$ cat config.mk
export PLATFORM = sky130hd
export DESIGN_NAME = lii_out_packer
export DESIGN_NICKNAME = d
export VERILOG_FILES = /design/src/rtl/lii_pkg.sv /design/src/rtl/lii_beat_reg.sv /design/src/rtl/lii_out_packer.sv
export SDC_FILE = /design/constraint.sdc
export NUM_CORES = 1
export LEC_CHECK = 0
export ABC_AREA = 1
export CAP_MARGIN = 0
export CORE_ASPECT_RATIO = 1.2
export CORE_MARGIN = 3
export CORE_UTILIZATION = 30
export DETAILED_ROUTE_END_ITERATION = 8
export HOLD_SLACK_MARGIN = 0.15
export PLACE_DENSITY_LB_ADDON = 0.1
export SYNTH_ARGS = -nofsm -noshare
export SYNTH_HDL_FRONTEND = slang
export SYNTH_SLANG_ARGS = --single-unit
$ cat constraint.sdc
create_clock -name aclk -period 16.7 [get_ports aclk]
set_input_delay 3.34 -clock aclk [delete_from_list [all_inputs] [get_ports aclk]]
set_output_delay 3.34 -clock aclk [all_outputs]
set_load 0.1 [all_outputs]
$ cat src/rtl/lii_pkg.sv
// ---------------------------------------------------------------------------
// lii_pkg
// Shared definitions for the LII packing blocks: ID width, default packing
// width, the packer FSM state type and a lane-counter width helper.
// No ports (package).
// ---------------------------------------------------------------------------
package lii_pkg;

    // Width of the src/dst identifiers stamped on every LII beat.
    localparam int LII_ID_W = 8;

    // Default LII physical channel width.
    localparam int LII_DEFAULT_PW = 256;

    // Packer FSM: FILL collects words, HOLD parks a finished beat in the
    // accumulator while the output register is still occupied.
    typedef enum logic {
        FILL = 1'b0,
        HOLD = 1'b1
    } packer_state_e;

    // Width of a counter indexing n lanes.
    // Never returns less than 1, so the counter stays legal when n == 1.
    function automatic int clog2_min1(input int n);
        int w;
        w = $clog2(n);
        return (w < 1) ? 1 : w;
    endfunction

endpackage

$ cat src/rtl/lii_beat_reg.sv
// ---------------------------------------------------------------------------
// lii_beat_reg
// Output register stage of the LII packer: holds one beat with a valid/ready
// handshake. A load that coincides with a handshake replaces the old beat,
// and valid stays high.
//
// Ports:
//   clk         in   clock
//   rst         in   asynchronous active-high reset
//   load_i      in   load a new beat this cycle
//   data_i      in   PW  beat data to load
//   keep_i      in   K   lane mask to load
//   last_i      in   packet-end flag to load
//   ready_i     in   downstream accepts the held beat
//   valid_o     out  a beat is held
//   data_o      out  PW  held beat data
//   keep_o      out  K   held lane mask
//   last_o      out  held packet-end flag
//   slot_free_o out  register may take a new beat this cycle
// ---------------------------------------------------------------------------
module lii_beat_reg #(
    parameter int PW = 256,
    parameter int K  = 4
) (
    input  logic          clk,
    input  logic          rst,
    input  logic          load_i,
    input  logic [PW-1:0] data_i,
    input  logic [K-1:0]  keep_i,
    input  logic          last_i,
    input  logic          ready_i,
    output logic          valid_o,
    output logic [PW-1:0] data_o,
    output logic [K-1:0]  keep_o,
    output logic          last_o,
    output logic          slot_free_o
);

    logic          valid_q;
    logic [PW-1:0] data_q;
    logic [K-1:0]  keep_q;
    logic          last_q;

    // The slot is free if it is empty or its beat leaves this cycle.
    assign slot_free_o = !valid_q || ready_i;

    // A load always wins over a plain handshake, which is what gives
    // bubble-free replacement. Otherwise a handshake only drops valid.
    always_ff @(posedge clk or posedge rst) begin
        if (rst) begin
            valid_q <= 1'b0;
            data_q  <= '0;
            keep_q  <= '0;
            last_q  <= 1'b0;
        end else if (load_i) begin
            valid_q <= 1'b1;
            data_q  <= data_i;
            keep_q  <= keep_i;
            last_q  <= last_i;
        end else if (valid_q && ready_i) begin
            valid_q <= 1'b0;
        end
    end

    assign valid_o = valid_q;
    assign data_o  = data_q;
    assign keep_o  = keep_q;
    assign last_o  = last_q;

endmodule

$ cat src/rtl/lii_out_packer.sv
// ---------------------------------------------------------------------------
// lii_out_packer
// Packs K = PW/DW narrow kernel result words into one LII beat on channel p0.
// A beat goes out when all K lanes are filled or the kernel marks tlast.
// Each beat is stamped with constant src/dst IDs. Kernel stalls are exposed
// through ce, which equals in_stream_tready.
// K must be a power of two, and PW must be a multiple of DW.
//
// Ports:
//   aclk               in   clock
//   arst               in   asynchronous active-high reset
//   in_stream_tdata    in   DW  kernel result word
//   in_stream_tvalid   in   kernel word valid
//   in_stream_tready   out  packer accepts word
//   in_stream_tlast    in   last word of packet, flushes a partial beat
//   lii_out_p0_tdata   out  PW  packed beat (lane 0 = bits DW-1:0)
//   lii_out_p0_tvalid  out  beat valid
//   lii_out_p0_tready  in   phy accepts beat
//   lii_out_p0_tkeep   out  K   lane-valid mask
//   lii_out_p0_tlast   out  beat closes a packet
//   lii_out_p0_src     out  8   constant SRC_ID
//   lii_out_p0_dst     out  8   constant DST_ID
//   ce                 out  kernel clock enable
// ---------------------------------------------------------------------------
module lii_out_packer
    import lii_pkg::*;
#(
    parameter int                    DW     = 64,
    parameter int                    PW     = LII_DEFAULT_PW,
    parameter logic [LII_ID_W-1:0]   SRC_ID = 8'h00,
    parameter logic [LII_ID_W-1:0]   DST_ID = 8'h01,
    localparam int                   K      = PW / DW
) (
    input  logic                aclk,
    input  logic                arst,
    input  logic [DW-1:0]       in_stream_tdata,
    input  logic                in_stream_tvalid,
    output logic                in_stream_tready,
    input  logic                in_stream_tlast,
    output logic [PW-1:0]       lii_out_p0_tdata,
    output logic                lii_out_p0_tvalid,
    input  logic                lii_out_p0_tready,
    output logic [K-1:0]        lii_out_p0_tkeep,
    output logic                lii_out_p0_tlast,
    output logic [LII_ID_W-1:0] lii_out_p0_src,
    output logic [LII_ID_W-1:0] lii_out_p0_dst,
    output logic                ce
);

    localparam int CW = clog2_min1(K);

    packer_state_e state_q, state_d;
    logic [CW-1:0] cnt_q, cnt_d;
    logic [PW-1:0] acc_data_q, acc_data_d;
    logic [K-1:0]  acc_keep_q, acc_keep_d;
    logic          acc_last_q, acc_last_d;

    logic          slot_free;
    logic          accept;
    logic          complete;
    logic          load;
    logic [PW-1:0] merged_data;
    logic [K-1:0]  merged_keep;
    logic [PW-1:0] load_data;
    logic [K-1:0]  load_keep;
    logic          load_last;

    assign lii_out_p0_src = SRC_ID;
    assign lii_out_p0_dst = DST_ID;

    // Ready is gated by arst so the kernel sees a stall while reset is held.
    assign in_stream_tready = (state_q == FILL) && !arst;
    assign ce               = in_stream_tready;
    assign accept           = in_stream_tready && in_stream_tvalid;
    assign complete         = accept && ((cnt_q == CW'(K - 1)) || in_stream_tlast);

    // Accumulator contents with the incoming word dropped into lane cnt.
    // This is what a completing word turns into, with no extra cycle.
    always_comb begin
        merged_data = acc_data_q;
        merged_keep = acc_keep_q;
        for (int l = 0; l < K; l++) begin
            if (cnt_q == CW'(l)) begin
                merged_data[l*DW +: DW] = in_stream_tdata;
                merged_keep[l]          = 1'b1;
            end
        end
    end

    // Next-state and load control.
    // In FILL, a completing word goes straight to the output register when
    // the slot is free; otherwise it is parked in the accumulator and input
    // stalls in HOLD. In HOLD, the parked beat moves out once the slot frees.
    always_comb begin
        state_d    = state_q;
        cnt_d      = cnt_q;
        acc_data_d = acc_data_q;
        acc_keep_d = acc_keep_q;
        acc_last_d = acc_last_q;
        load       = 1'b0;
        load_data  = merged_data;
        load_keep  = merged_keep;
        load_last  = in_stream_tlast;

        unique case (state_q)
            FILL: begin
                if (accept) begin
                    if (complete) begin
                        cnt_d = '0;
                        if (slot_free) begin
                            load       = 1'b1;
                            acc_data_d = '0;
                            acc_keep_d = '0;
                            acc_last_d = 1'b0;
                        end else begin
                            acc_data_d = merged_data;
                            acc_keep_d = merged_keep;
                            acc_last_d = in_stream_tlast;
                            state_d    = HOLD;
                        end
                    end else begin
                        acc_data_d = merged_data;
                        acc_keep_d = merged_keep;
                        cnt_d      = cnt_q + CW'(1);
                    end
                end
            end
            HOLD: begin
                load_data = acc_data_q;
                load_keep = acc_keep_q;
                load_last = acc_last_q;
                if (slot_free) begin
                    load       = 1'b1;
                    acc_data_d = '0;
                    acc_keep_d = '0;
                    acc_last_d = 1'b0;
                    state_d    = FILL;
                end
            end
            default: begin
                state_d = FILL;
            end
        endcase
    end

    // State and accumulator registers. Reset drops any partial beat.
    always_ff @(posedge aclk or posedge arst) begin
        if (arst) begin
            state_q    <= FILL;
            cnt_q      <= '0;
            acc_data_q <= '0;
            acc_keep_q <= '0;
            acc_last_q <= 1'b0;
        end else begin
            state_q    <= state_d;
            cnt_q      <= cnt_d;
            acc_data_q <= acc_data_d;
            acc_keep_q <= acc_keep_d;
            acc_last_q <= acc_last_d;
        end
    end

    lii_beat_reg #(
        .PW (PW),
        .K  (K)
    ) u_beat_reg (
        .clk         (aclk),
        .rst         (arst),
        .load_i      (load),
        .data_i      (load_data),
        .keep_i      (load_keep),
        .last_i      (load_last),
        .ready_i     (lii_out_p0_tready),
        .valid_o     (lii_out_p0_tvalid),
        .data_o      (lii_out_p0_tdata),
        .keep_o      (lii_out_p0_tkeep),
        .last_o      (lii_out_p0_tlast),
        .slot_free_o (slot_free)
    );

endmodule

# ---- Word level (Yosys, flattened, before mapping)
# Index checks and enable logic that the tools add are counted.
dict set report totals {
  regBits 526
  in_bits 69
  word_cells 67
  output_inout_bits 280
}
dict set report classes {
  n_bitwise 1
  n_eq_ne 6
  n_addsub 1
  n_reduce_logical 13
  muxes 37
}
# op count
set ops {}
lappend ops {{256-bit 2-to-1 mux} 5}
lappend ops {{256-bit case mux with 2 select lines} 1}
lappend ops {{64-bit 2-to-1 mux} 4}
lappend ops {{4-bit 2-to-1 mux} 5}
lappend ops {{1-bit 2-to-1 mux} 17}
lappend ops {{4-bit case mux with 2 select lines} 1}
lappend ops {{1-bit case mux with 2 select lines} 3}
lappend ops {{2-bit equality test, second input constant} 2}
lappend ops {{1-bit logical AND} 4}
lappend ops {{2-bit != test, second input constant} 2}
lappend ops {{2-bit AND reduction} 2}
lappend ops {{3-bit AND reduction} 1}
lappend ops {{2-bit by 1-bit adder with 2-bit output, second input constant} 1}
lappend ops {{2-bit by 1-bit equality test with 1-bit output, second input constant} 1}
lappend ops {{1-bit logical NOT} 2}
lappend ops {{2-bit logical NOT} 1}
lappend ops {{1-bit logical OR} 2}
lappend ops {{2-bit 2-to-1 mux} 1}
lappend ops {{2-bit by 1-bit != test with 1-bit output, second input constant} 1}
lappend ops {{2-bit nonzero test} 1}
lappend ops {{1-bit inverter} 1}

# ---- Depth between registers and ports, before layout
# Gate-level depths: netlist of the first run.
dict set report depth {
  word_depth 8
  mapped_depth 9
  depth_no_buf 7
}

# ---- By module
# Synthesis of the first run repeated with hierarchy kept, for this count alone.
dict set report unflattened {
  hier_cells 4002
  area_unflattened_um2 27373.8
}
# mod cells_each area_each_um2 seq_area_each_um2 n_inst
set by_module_without_submodules {}
lappend by_module_without_submodules {lii_out_packer 2895 17446.7 6606.3 1}
lappend by_module_without_submodules {lii_beat_reg 1107 9927.0 6556.3 1}

# ---- Worst setup path after synthesis of the first run
# No wires, ideal clock.
dict set report synth_timing {
  kind {input -> output}
  from {in arst}
  to {out in_stream_tready}
  path_slack_ns 9.104
  n_path_buf 1
  path_stages 2
  arrival_time_ns 4.256
  required_time_ns 13.360
  cell_sequence {nor2_4 buf_4}
}
dict set report synth_via {
  elab_chain_cells 2
}
# element line
set synth_lines {}
lappend synth_lines {{start: declaration} lii_out_packer.sv:35} ;# input logic arst,
lappend synth_lines {{1-bit logical NOT (no line)} n/a}
lappend synth_lines {{1-bit logical AND} lii_out_packer.sv:72} ;# assign in_stream_tready = (state_q == FILL) && !arst;
lappend synth_lines {{end: declaration} lii_out_packer.sv:38} ;# output logic in_stream_tready,
# Every way passes these cells.

# ---- Worst setup path in the final report of the first run
dict set report layout_timing {
  from {in arst}
  to {out ce}
}
dict set report layout_via {
  elab_chain_cells 2
}
# element line
set layout_lines {}
lappend layout_lines {{1-bit logical NOT (no line)} n/a}
lappend layout_lines {{1-bit logical AND} lii_out_packer.sv:72}
lappend layout_lines {{end: declaration} lii_out_packer.sv:47} ;# output logic ce
# Every way passes these cells.

==> impl_metrics.ini, run 1 <==
[drt]
first_iter_violations = 1846
drcViolationCount = 0
vias = 25500
routedWlPerCell_um = 19.5
dr.pass1.iters = 5
via_per_inst = 5.04
routed_wl_um = 98800
ant_nets = 0

[die]
dieHeight_um = 333
initial_core_util_pct = 30.4
rows = 119
io_pins = 349
core_mm2 = 0.0881
die_x_um = 279
die-area_mm2 = 0.0929

[cells_and_area]
area_growth_pct = 21.8
drive_above_1_share_pct = 3.86
final-seq-area_mm2 = 0.0132
final_common_cell = nand2_1
nNetsFinal = 3930
multiInputGateArea_mm2 = 0.0123
final_cell_mix = nand2_1 (1299), dfrtp_1 (525), nand3_1 (522)
fillerInstances = 9345

[clock_tree]
cts_buffer_depth = 3
clock-root-buffer = clkbuf_16
cts_hold_buf = 0
cts.sink_count = 526
cts-resized-gates = 0
htree_levels = 2
clk_pin_slew_ns = 0.06
insertion_delay_ns = 0.65
cts_tree = built
post-cts-setup-buffers = 0
numCtsBuffers = 60

[logic_synthesis]
netlist_top_cells_area = dfrtp_1 (49%), nand2_1 (18%), nand3_1 (9.8%), o21ai_0 (8.2%), nor2_1 (7.2%)
postSynthCellCount = 3713
syn_avg_cell_area_um2 = 7.21
ys_seq_area_share_pct = 49.1
ys_seq_elements = 526
synth_cell_types = 20
mappedNetlistArea_mm2 = 0.0268
synth.top_cell.area_share_pct = 49.1
synth_top_cell_by_area = dfrtp_1
yosysWarnings = 0

[critical_path]
reg2reg_to = u_beat_reg.data_o[126]
r2r_cells = 10
cp_cell_sequence = clkdlybuf4s50_1 -> nor2_4 -> clkdlybuf4s50_1
timing.rr.start = cnt_q[0]
crit_required_ns = 13.36
cpLargestDelayFamily = buffers and inverters
worst_setup_path_start_kind = primary input
max_stage_delay_ns = 1.16
crit_slowest_cell = clkdlybuf4s50_1
cpMostUsedCell = clkdlybuf4s50_1
r2r_slack_ns = 11.25
critPathMaxFanout = 5
crit_buf_inv = 2
critical_path_arrival_ns = 5.19
worstSetupPathType = primary input to output pin
worstSetupEndpointType = output pin

[timing]
slew_violations = 0
min_period_over_period_pct = 51.1
hold_violations = 0
setup_viol = 0
relSlewSlack_pct = 23.8
max_freq_ghz = 0.117
fin_skew_ns = 0.0229
fin_setup_tns_ns = 0
worst_pin_slew_ns = 1.14
rsz0062_at_grt = false
layout_min_cycle_time_ns = 8.53

[worst_hold_path]
min_path_type = flip-flop to flip-flop
hold_path_depth = 2
hold_end = acc_keep_q[1]
hold_start = acc_keep_q[1]

[grt]
grt.overflow.total = 0
grt_pass1_wl_um = 154000
grt_pass1_vias = 24700
grt_use_total_pct = 20.8
grt_antenna_before_repair = 2
grt_max_degree = 157

[run]
maxCapViolCount = 0

[placement]
portBuffers = 332
globalplace.congestion = 0.719
detailed_place_hpwl_um = 55400

[outcome]
status = finished clean
[flip-flops by register name, summed over array words and instances (netlist names)]
signal and cells:
acc_data_q 256, u_beat_reg.data_o 256, acc_keep_q 4, u_beat_reg.keep_o 4, cnt_q 2, acc_last_q 1, state_q 1, u_beat_reg.last_o 1
u_beat_reg.valid_o 1
[worst register-to-register path: stages (launching register included)]
cell and delay, ns:
dfrtp_1 0.47, ha_4 0.45, clkinv_2 0.87, buf_4 0.58
nand2_1 0.18, nand4_4 0.14, nand2_4 0.51, buf_4 0.88
buf_4 0.89, nand2_1 0.30, nand2_1 0.12
[cell type report]
| class | instances | area share [%] |
|---|---|---|
| inverter | 14 | 0.234 |
| clock buffer | 91 | 5.49 |
| antenna | 1 | 0.00767 |
| multi-input combinational | 2886 | 37.7 |
| clock inverter | 21 | 0.660 |
| sequential | 526 | 40.4 |
| timing repair buffer | 369 | 11.2 |
| tap | 1149 | 4.41 |
[worst max-delay path by stage]
stage | start | cells past startpoint | to | slack, ns
detailed placement | arst | 3 | ce | 8.16
global route | arst | 3 | in_stream_tready | 8.11
global placement | arst | 3 | ce | 8.18
finish | arst | 3 | ce | 8.17
floorplan | arst | 1 | acc_data_q[0] | 6.21
CTS | arst | 3 | ce | 8.16
[logic make-up after synthesis]
logic type | share of synthesized area [%]
simple gates | 35.3
other cells | 0.0280
flops | 49.1
buf+inv | 5.48
fa+ha+maj | 0.187
compound gates | 9.82
[per-stage QoR]
stage | hold slack [ns] | instances | worst slack (ns) | area (µm²) | utilization [%]
after detailed placement | 0.478 | 4944 | 8.16 | 30600 | 34.7
after global routing | 0.523 | 5057 | 8.11 | 32600 | 37.0
final | 0.485 | 5057 | 8.17 | 32600 | 37.0
after global placement | 0.468 | 4944 | 8.18 | 30600 | 34.7
after floorplan | 0.457 | 3727 | 6.21 | 26800 | -
after CTS | 0.493 | 5056 | 8.16 | 32600 | 37.0
[routing by layer]
| layer | wire, µm | global-route usage (%) |
|---|---|---|
| met4 | 1590 | 4.13 |
| met5 | 0 | 0 |
| met2 | 47700 | 35.6 |
| met3 | 3920 | 2.82 |
| met1 | 45500 | 28.2 |
[synthesized netlist by cell type]
| master | n |
|---|---|
| a21oi_1 | 5 |
| buf_1 | 8 |
| buf_2 | 172 |
| buf_4 | 19 |
| clkbuf_1 | 102 |
| conb_1 | 2 |
| dfrtp_1 | 526 |
| ha_1 | 4 |
| inv_1 | 12 |
| inv_2 | 2 |
| nand2_1 | 1301 |
| nand2_2 | 1 |
| nand3_1 | 522 |
| nand3b_1 | 1 |
| nand4_2 | 1 |
| nor2_1 | 515 |
| nor2_4 | 1 |
| o21ai_0 | 441 |
| o21ai_1 | 75 |
| o21bai_1 | 3 |
Power of run 1 is not shown: default switching activity piles up to over one toggle a cycle in this logic, so the estimate is an artifact.
==> run 2, diff against run 1 <==
- clock period: 16.7 -> 7.31 ns (I/O delays scaled with it)
==> impl_metrics.ini, run 2 (same netlist as run 1, synthesis figures left out) <==
[die]
core_mm2 = 0.0881
initial_core_util_pct = 30.4
io_pins = 349
die_x_um = 279
die-area_mm2 = 0.0929
dieHeight_um = 333
rows = 119

[critical_path]
crit_slowest_cell = clkdlybuf4s50_1
worst_setup_path_start_kind = primary input
max_stage_delay_ns = 1.16
critical_path_arrival_ns = 3.30
worstSetupEndpointType = output pin
worstSetupPathType = primary input to output pin
cp_cell_sequence = clkdlybuf4s50_1 -> nor2_4 -> clkdlybuf4s50_1
crit_required_ns = 5.85
critPathMaxFanout = 5
cpMostUsedCell = clkdlybuf4s50_1

[drt]
drt-met1-wl_um = 44700
route.met2.wl_um = 47500
dr.pass1.iters = 7
drcViolationCount = 0
vias = 25300
ant_nets = 0
met3_wirelength_um = 4270
routedWlPerCell_um = 19.5
top_layer = met4
first_iter_violations = 1879
via_per_inst = 5.00
routed_wl_um = 98500

[placement]
detailed_place_hpwl_um = 56300
postPlaceCellArea_mm2 = 0.0307
dp_cells = 4946
globalplace.congestion = 0.737
portBuffers = 332

[cells_and_area]
final_cell_mix = nand2_1 (1299), dfrtp_1 (525), nand3_1 (522)
final_common_cell = nand2_1
num_antenna_cells = 0
nNetsFinal = 3932
area_growth_pct = 22.0
fin_area_mm2 = 0.0327
drive_above_1_share_pct = 3.79
fillerInstances = 9226
fin_cells = 5055

[clock_tree]
cts.sink_count = 526
cts_hold_buf = 0
htree_levels = 2
clk_pin_slew_ns = 0.06
numCtsBuffers = 60
cts_tree = built
cts-resized-gates = 0
clock-root-buffer = clkbuf_16
cts_buffer_depth = 3
post-cts-setup-buffers = 0
insertion_delay_ns = 0.64

[timing]
setup_viol = 0
layout_min_cycle_time_ns = 4.76
fin_skew_ns = 0.0108
relSlewSlack_pct = 21.6
worst_pin_slew_ns = 1.17
rsz0062_at_grt = false
fin_setup_tns_ns = 0
min_period_over_period_pct = 65.1
slew_violations = 0
max_freq_ghz = 0.210
hold_violations = 0

[run]
maxCapViolCount = 0

[grt]
grt.overflow.total = 0
grt_pass1_vias = 24600
grt_antenna_before_repair = 2
grt_use_total_pct = 20.7
grt_max_degree = 179
grt_pass1_wl_um = 153000

[outcome]
status = finished clean

[worst_hold_path]
min_path_type = flip-flop to flip-flop
run 2: cell types whose count changed in the layout (fill, tap and decap cells not counted), sizes merged:
cell	change
clkinv	-6
buf	+2
diode	-1
bufinv	-1
clkbuf	+4
run 2: cell type report:
cell class,count,area (µm²),area share (%)
Tap cell,1149,1440,4.40
Multi-Input combinational cell,2886,12300,37.6
Clock inverter,14,155,0.475
Timing Repair Buffer,371,3730,11.4
Sequential cell,526,13200,40.3
Clock buffer,95,1820,5.58
Inverter,14,76.3,0.234
run 2: critical path: cells and delay by family:
family / cells / cell delay, ns
simple gates: 1 / 0.18
buf+inv: 2 / 1.65
run 2: routing by layer:
layer  vias up  track usage (%)
li1      12300                -
met1     12300             28.3
met2       588             35.1
met3       114             2.63
met4         0             4.85
met5         -                0
run 2: path summary, 6_finish.rpt:
kind,cells past startpoint,start,end,slack (ns)
max,3,arst,ce,2.55
min,2,acc_keep_q[0],acc_keep_q[0],0.48
max reg2reg,9,cnt_q[0],u_beat_reg.data_o[221],2.99
min reg2reg,2,acc_keep_q[0],acc_keep_q[0],0.48
max in group asynchronous,3,arst,u_beat_reg.data_o[105],4.53
min in group asynchronous,2,arst,u_beat_reg.data_o[118],1.45
run 2: through the flow:
| step | worst slack, ns | hold slack (ns) | utilization, % |
|---|---|---|---|
| after global placement | 2.42 | 0.471 | 34.8 |
| final | 2.55 | 0.484 | 37.1 |
| after CTS | 2.54 | 0.492 | 37.1 |
| after floorplan | -1.30 | 0.457 | - |
| after global routing | 2.49 | 0.515 | 37.1 |
| after detailed placement | 2.44 | 0.477 | 34.8 |
Power of run 2 is left out for the same reason.
